### src/rtl/msg_uart_pkg.sv
// rtl/msg_uart_pkg.sv - shared types, defaults and helpers for the message UART transmitter
package msg_uart_pkg;

    typedef enum logic [1:0] {
        IDLE  = 2'd0,
        START = 2'd1,
        DATA  = 2'd2,
        STOP  = 2'd3
    } tx_state_e;

    localparam int         DEF_CLK_HZ     = 50_000_000;
    localparam int         DEF_BAUD       = 115200;
    localparam int         DEF_FIFO_DEPTH = 16;
    localparam logic [7:0] DEF_TERM_CHAR  = 8'h23;

    // Whole clock cycles per UART bit; the fractional part is dropped.
    function automatic int clks_per_bit(input int clk_hz, input int baud);
        return clk_hz / baud;
    endfunction

endpackage

### src/rtl/msg_fifo.sv
// rtl/msg_fifo.sv - synchronous first-word-fall-through character FIFO
module msg_fifo #(
    parameter int WIDTH = 8,
    parameter int DEPTH = 16
) (
    input  logic                   clk,
    input  logic                   rst,
    input  logic                   push,
    input  logic                   pop,
    input  logic [WIDTH-1:0]       din,
    output logic [WIDTH-1:0]       dout,
    output logic                   full,
    output logic                   empty,
    output logic [$clog2(DEPTH):0] count
);

    localparam int AW = $clog2(DEPTH);

    logic [WIDTH-1:0] mem_q [DEPTH];
    logic [AW-1:0]    wr_ptr_q;
    logic [AW-1:0]    rd_ptr_q;
    logic [AW:0]      count_q;
    logic             do_push;
    logic             do_pop;

    // Guard both ports so a stray request can never corrupt the pointers.
    assign do_push = push && !full;
    assign do_pop  = pop && !empty;

    // Pointer and occupancy bookkeeping; simultaneous push and pop leaves count unchanged.
    always_ff @(posedge clk or posedge rst) begin
        if (rst) begin
            wr_ptr_q <= '0;
            rd_ptr_q <= '0;
            count_q  <= '0;
        end else begin
            if (do_push) begin
                wr_ptr_q <= wr_ptr_q + 1'b1;
            end
            if (do_pop) begin
                rd_ptr_q <= rd_ptr_q + 1'b1;
            end
            case ({do_push, do_pop})
                2'b10:   count_q <= count_q + 1'b1;
                2'b01:   count_q <= count_q - 1'b1;
                default: count_q <= count_q;
            endcase
        end
    end

    // Storage array; contents need no reset because count gates every read.
    always_ff @(posedge clk) begin
        if (do_push) begin
            mem_q[wr_ptr_q] <= din;
        end
    end

    assign dout  = mem_q[rd_ptr_q];
    assign full  = (count_q == (AW + 1)'(DEPTH));
    assign empty = (count_q == '0);
    assign count = count_q;

endmodule

### src/rtl/msg_uart_tx.sv
// rtl/msg_uart_tx.sv - buffered 8N1 UART transmitter that flags message terminators
module msg_uart_tx
    import msg_uart_pkg::*;
#(
    parameter int         CLK_HZ     = DEF_CLK_HZ,
    parameter int         BAUD       = DEF_BAUD,
    parameter int         FIFO_DEPTH = DEF_FIFO_DEPTH,
    parameter logic [7:0] TERM_CHAR  = DEF_TERM_CHAR
) (
    input  logic                        clk_50M,
    input  logic                        rst,
    input  logic [7:0]                  msg,
    input  logic                        msg_valid,
    output logic                        msg_ready,
    output logic                        tx,
    output logic                        tx_busy,
    output logic                        msg_done,
    output logic [$clog2(FIFO_DEPTH):0] fifo_count
);

    localparam int               CPB      = clks_per_bit(CLK_HZ, BAUD);
    localparam int               CNT_W    = (CPB > 1) ? $clog2(CPB) : 1;
    localparam logic [CNT_W-1:0] CNT_LAST = CNT_W'(CPB - 1);

    tx_state_e        state_q, state_d;
    logic [CNT_W-1:0] cnt_q, cnt_d;
    logic [2:0]       bit_q, bit_d;
    logic [7:0]       shift_q, shift_d;
    logic [7:0]       char_q, char_d;
    logic             tx_q, tx_d;
    logic             msg_done_q, msg_done_d;

    logic             fifo_full;
    logic             fifo_empty;
    logic [7:0]       fifo_dout;
    logic             fifo_pop;
    logic             baud_last;

    // Ready is taken from the registered full flag only, never from this cycle's pop.
    assign msg_ready = !fifo_full;

    msg_fifo #(
        .WIDTH (8),
        .DEPTH (FIFO_DEPTH)
    ) u_fifo (
        .clk   (clk_50M),
        .rst   (rst),
        .push  (msg_valid && msg_ready),
        .pop   (fifo_pop),
        .din   (msg),
        .dout  (fifo_dout),
        .full  (fifo_full),
        .empty (fifo_empty),
        .count (fifo_count)
    );

    assign baud_last = (cnt_q == CNT_LAST);

    // Next-state logic: frame sequencing, baud counting, and the registered line/pulse values.
    always_comb begin
        state_d  = state_q;
        cnt_d    = cnt_q + 1'b1;
        bit_d    = bit_q;
        shift_d  = shift_q;
        char_d   = char_q;
        fifo_pop = 1'b0;

        case (state_q)
            IDLE: begin
                cnt_d = '0;
                if (!fifo_empty) begin
                    fifo_pop = 1'b1;
                    shift_d  = fifo_dout;
                    char_d   = fifo_dout;
                    bit_d    = '0;
                    state_d  = START;
                end
            end
            START: begin
                if (baud_last) begin
                    cnt_d   = '0;
                    state_d = DATA;
                end
            end
            DATA: begin
                if (baud_last) begin
                    cnt_d   = '0;
                    shift_d = {1'b0, shift_q[7:1]};
                    if (bit_q == 3'd7) begin
                        state_d = STOP;
                    end else begin
                        bit_d = bit_q + 1'b1;
                    end
                end
            end
            STOP: begin
                if (baud_last) begin
                    cnt_d = '0;
                    if (!fifo_empty) begin
                        // Chain straight into the next start bit with no idle gap.
                        fifo_pop = 1'b1;
                        shift_d  = fifo_dout;
                        char_d   = fifo_dout;
                        bit_d    = '0;
                        state_d  = START;
                    end else begin
                        state_d = IDLE;
                    end
                end
            end
            default: begin
                cnt_d   = '0;
                state_d = IDLE;
            end
        endcase

        // The line is computed from the next state so the register is already correct on entry.
        case (state_d)
            START:   tx_d = 1'b0;
            DATA:    tx_d = shift_d[0];
            default: tx_d = 1'b1;
        endcase

        // Raise the pulse on the edge that enters the last stop-bit cycle of a terminator frame.
        msg_done_d = (state_d == STOP) && (cnt_d == CNT_LAST) && (char_d == TERM_CHAR);
    end

    // State and datapath registers; reset forces the line idle immediately.
    always_ff @(posedge clk_50M or posedge rst) begin
        if (rst) begin
            state_q    <= IDLE;
            cnt_q      <= '0;
            bit_q      <= '0;
            shift_q    <= '0;
            char_q     <= '0;
            tx_q       <= 1'b1;
            msg_done_q <= 1'b0;
        end else begin
            state_q    <= state_d;
            cnt_q      <= cnt_d;
            bit_q      <= bit_d;
            shift_q    <= shift_d;
            char_q     <= char_d;
            tx_q       <= tx_d;
            msg_done_q <= msg_done_d;
        end
    end

    assign tx       = tx_q;
    assign tx_busy  = (state_q != IDLE);
    assign msg_done = msg_done_q;

endmodule

### config.mk
export PLATFORM = sky130hd
export DESIGN_NAME = msg_uart_tx
export DESIGN_NICKNAME = d
export VERILOG_FILES = /design/src/rtl/msg_uart_pkg.sv /design/src/rtl/msg_fifo.sv /design/src/rtl/msg_uart_tx.sv
export SDC_FILE = /design/constraint.sdc
export NUM_CORES = 1
export LEC_CHECK = 0
export ABC_CLOCK_PERIOD_IN_PS = 4400
export CORE_ASPECT_RATIO = 1.5
export CORE_MARGIN = 3
export CORE_UTILIZATION = 55
export CTS_CLUSTER_SIZE = 30
export DETAILED_ROUTE_END_ITERATION = 6
export MAX_ROUTING_LAYER = met4
export PLACE_DENSITY = 0.69
export SLEW_MARGIN = 20
export SYNTH_ARGS = -nofsm -noshare
export SYNTH_HDL_FRONTEND = slang
export SYNTH_HIERARCHICAL = 1
export SYNTH_SLANG_ARGS = --single-unit
### constraint.sdc
create_clock -name clk_50M -period 4.4 [get_ports clk_50M]
set_input_delay 0.88 -clock clk_50M [delete_from_list [all_inputs] [get_ports clk_50M]]
set_output_delay 0.88 -clock clk_50M [all_outputs]
set_load 0.01 [all_outputs]
==> summary.md <==
| Metric | Value |
|---|---|
| Hold Path Class | flop to flop |
| Hold Path Origin | char_q[0] |
| Wire length of the first global-routing pass | 25.7 mm |
| CP Capture Type | flop |
| Power Density | 453 nW/um^2 |
| Ys async rst share | 0.260 |
| # resized after CTS | 0 |
| Hold Path Stages | 2 |
| Antenna Violating Nets Remaining | 0 |
| Synth Instances | 544 |
| Final Hold Viols | 0 |
| Syn_area_per_cell | ~14 um^2 |
| Dpl cells | roughly 740 |
| Post-CTS Setup Repair Bufs | 0 |
| CTS Buf Count | 17 |
| Root Driver | clkbuf_16 |
| Drt pass-1 iters | 6 |
| Clock skew | 6.77 ps |
| Peak fanout along the critical path | 8 |
| Relative slew slack | 0.458 |
| Worst-Margin Slew | 810 ps |
| Yosys reg bits | 173 |
| Post-synthesis cell type count | 73 |
| Reg-to-reg slack, setup | about 660 ps |
| Most frequent cells in the layout | edfxtp_1, dfrtp_1, o21ai_0, mux2i_1, nand2_1 |
| Sequential cell area | 4970 um^2 |
| Number of global-route vias before repair | 4,632 |
| Fmax | ~270 MHz |
| Slowest cell on crit path | dfrtp_1 |
| Initial antenna violation count | 0 |
| Reg2Reg Depth | 14 |
| Final min period | roughly 3700 ps |
| CP top delay family | simple AND/OR/NAND/NOR gates |
| Setup violation total in the final timing report | 0 |
| Yosys warnings | 6 |
| Fill cell count | 975 |
| Data required, critical path | 4710 ps |
| Share of layout cells above drive strength 1 | 0.137 |
| Crit Reg-Reg Startpoint | cnt_q[0] |
| Max cap viols | 0 |
| Full die area | 15,800 um^2 |
| Critical-path cell list | ha_1, nor4b_4, buf_4, a41oi_2, nor3_1, nor2b_1, ha_1, inv_1, fa_1, nor2b_1, o21ai_0, nand3_1, or3b_1, xnor2_1 |
| Kind of critical path | flop to flop |
| DRC | 0 |
| CP Depth | 14 |
| Core Util, Final | 0.639 |
| Routed vias | 4,639 |
| Seq/Total Area, Yosys | 0.634 |
| Clock Tree Buf Depth | 2 |
| Area delta synth->final | 11.9% |
| Hold path endpoint | char_q[0] |
| Total GRT Usage | 0.227 |
| IO Pins | 20 |
| Hold-fix buffers, CTS | 0 |
| Commonest non-fill, non-tap cell in the layout | edfxtp_1 |
| Via density | between 6 and 7 |
| Die height | around 150 um |
| Post-Route Setup TNS | 0 ps |
| # rows | 52 |
| P_leak | about 0.0033 uW |
| Total gr overflow | 0 |
| ANT cells | 0 |
| Fin. max-slew vios | 0 |
| Main synth FF type | edfxtp_1 |
| Final HPWL DP | 11.3 mm |
| TritonCTS clock tree | done |
| Critical path arrival | 4050 ps |
| Clock-pin slew on the worst setup and hold paths | 60 ps |
| Leading area contributor after synthesis | edfxtp_1 |
| Status | finished clean |
| Initial Utilization | 0.571 |
| RSZ-0062 raised after global routing | false |
| Post-layout nets | slightly below 600 |
| Die Wd | approximately 100 um |
| CTS HTree Levels | 4 |
| Yosys top cell area share | 0.490 |
| Largest net degree at the start of global routing | 33 |
| Core area | approximately 14,000 um^2 |
| Post-Syn Area | 7840 um^2 |
| Multi-input logic area | 2600 um^2 |
| # port buffers | 19 |
| WL final | roughly 16 mm |
| CP bufs+invs | 2 |
| Sinks on Clock Net | 173 |
| Worst skew pair latency | 420 ps |
| Crit share post-route | 0.850 |
| Post-synthesis net count | 573 |
| Maximum vdd drop | between 300 and 400 uV |
| Critical Path Max Stage Delay | 450 ps |
| RD Place Congestion | 0.883 |
| Final Non-Filler Cells | 767 |
| Wirelength per Cell | 20.9 um |
| R2R Path End | u_fifo/count[4] |
| Worst setup SP type | flop |
| DRT iter0 DRCs | roughly 290 |
| EDFF count, synth | 128 |
| Synth area leaders | edfxtp_1, dfrtp_1, mux4_2 |
==> final cells by class <==
type,instances,area share
clock inverters,13,0.0184
inverters,22,0.00941
clock buffers,19,0.0493
flip-flops and latches,173,0.567
multi-input cells,319,0.296
well taps,189,0.0270
repair buffers,32,0.0328
==> where the power goes <==
group	total, uW	internal [uW]	switching [uW]	leakage [uW]
Sequential	2000	1920	82.3	0.00171
Combinational	468	184	284	0.00127
Clock	1500	895	607	0.000282
Total	3970	3000	973	0.00326
==> worst max path at each step <==
stage | start | end | slack, ps
final | cnt_q[0] | u_fifo/count[4] | 660
after global routing | cnt_q[0] | u_fifo/count[4] | 280
after CTS | cnt_q[0] | u_fifo/count[4] | 640
after detailed placement | cnt_q[0] | u_fifo/count[4] | 640
after global placement | cnt_q[1] | u_fifo/count[4] | 820
after floorplan | u_fifo/count[0] | u_fifo/count[4] | 900
==> flip-flops by register name, summed over array words and instances (netlist names) <==
signal,count
bit_q,3
char_q,8
cnt_q,9
msg_done,1
shift_q,8
state_q,2
tx,1
u_fifo/count,5
u_fifo/mem_q,128
u_fifo/rd_ptr_q,4
u_fifo/wr_ptr_q,4
==> stage by stage <==
step	hold WS, ps	area, um^2	setup WS, ps	power [uW]
2_1_floorplan	449	7840	902	2310
3_3_place_gp	471	8180	818	2490
3_5_place_dp	481	8180	642	2510
4_1_cts	497	8770	635	4010
5_1_grt	519	8770	277	4140
6_report	497	8770	660	3970
==> per-layer routing <==
metal	vias to the layer above	share of wire	GRT usage
met5	-	0	-
met1	2337	0.39	0.269
li1	2136	-	-
met2	127	0.53	0.363
met4	0	0.044	0.112
met3	39	0.038	0.0454
==> logic make-up after synthesis <==
group           Yosys count  synth area share
xor+xnor                 16            0.0179
buf+inv                  52            0.0342
simple gates            121            0.0900
mux                      54            0.0966
compound gates          110            0.0975
fa+ha+maj                18            0.0297
flops                   173             0.634
==> cell usage after synthesis, types with 13 or more instances <==
cell type / instances
a21oi_1: 19
clkbuf_1: 13
dfrtp_1: 44
edfxtp_1: 128
ha_1: 17
inv_1: 22
mux2i_1: 28
mux4_2: 16
nand2_1: 26
nor2_1: 21
nor3_1: 15
o21ai_0: 29
==> worst reg2reg max path, cell delays in order, from the launching register on <==
cell and delay [ps]:
dfrtp_1 450, ha_1 200, nor4b_4 200, buf_4 210
a41oi_2 220, nor3_1 240, nor2b_1 440, ha_1 320
inv_1 100, fa_1 400, nor2b_1 130, o21ai_0 120
nand3_1 110, or3b_1 360, xnor2_1 130
Note: power is estimated with default switching activity, not from simulation.
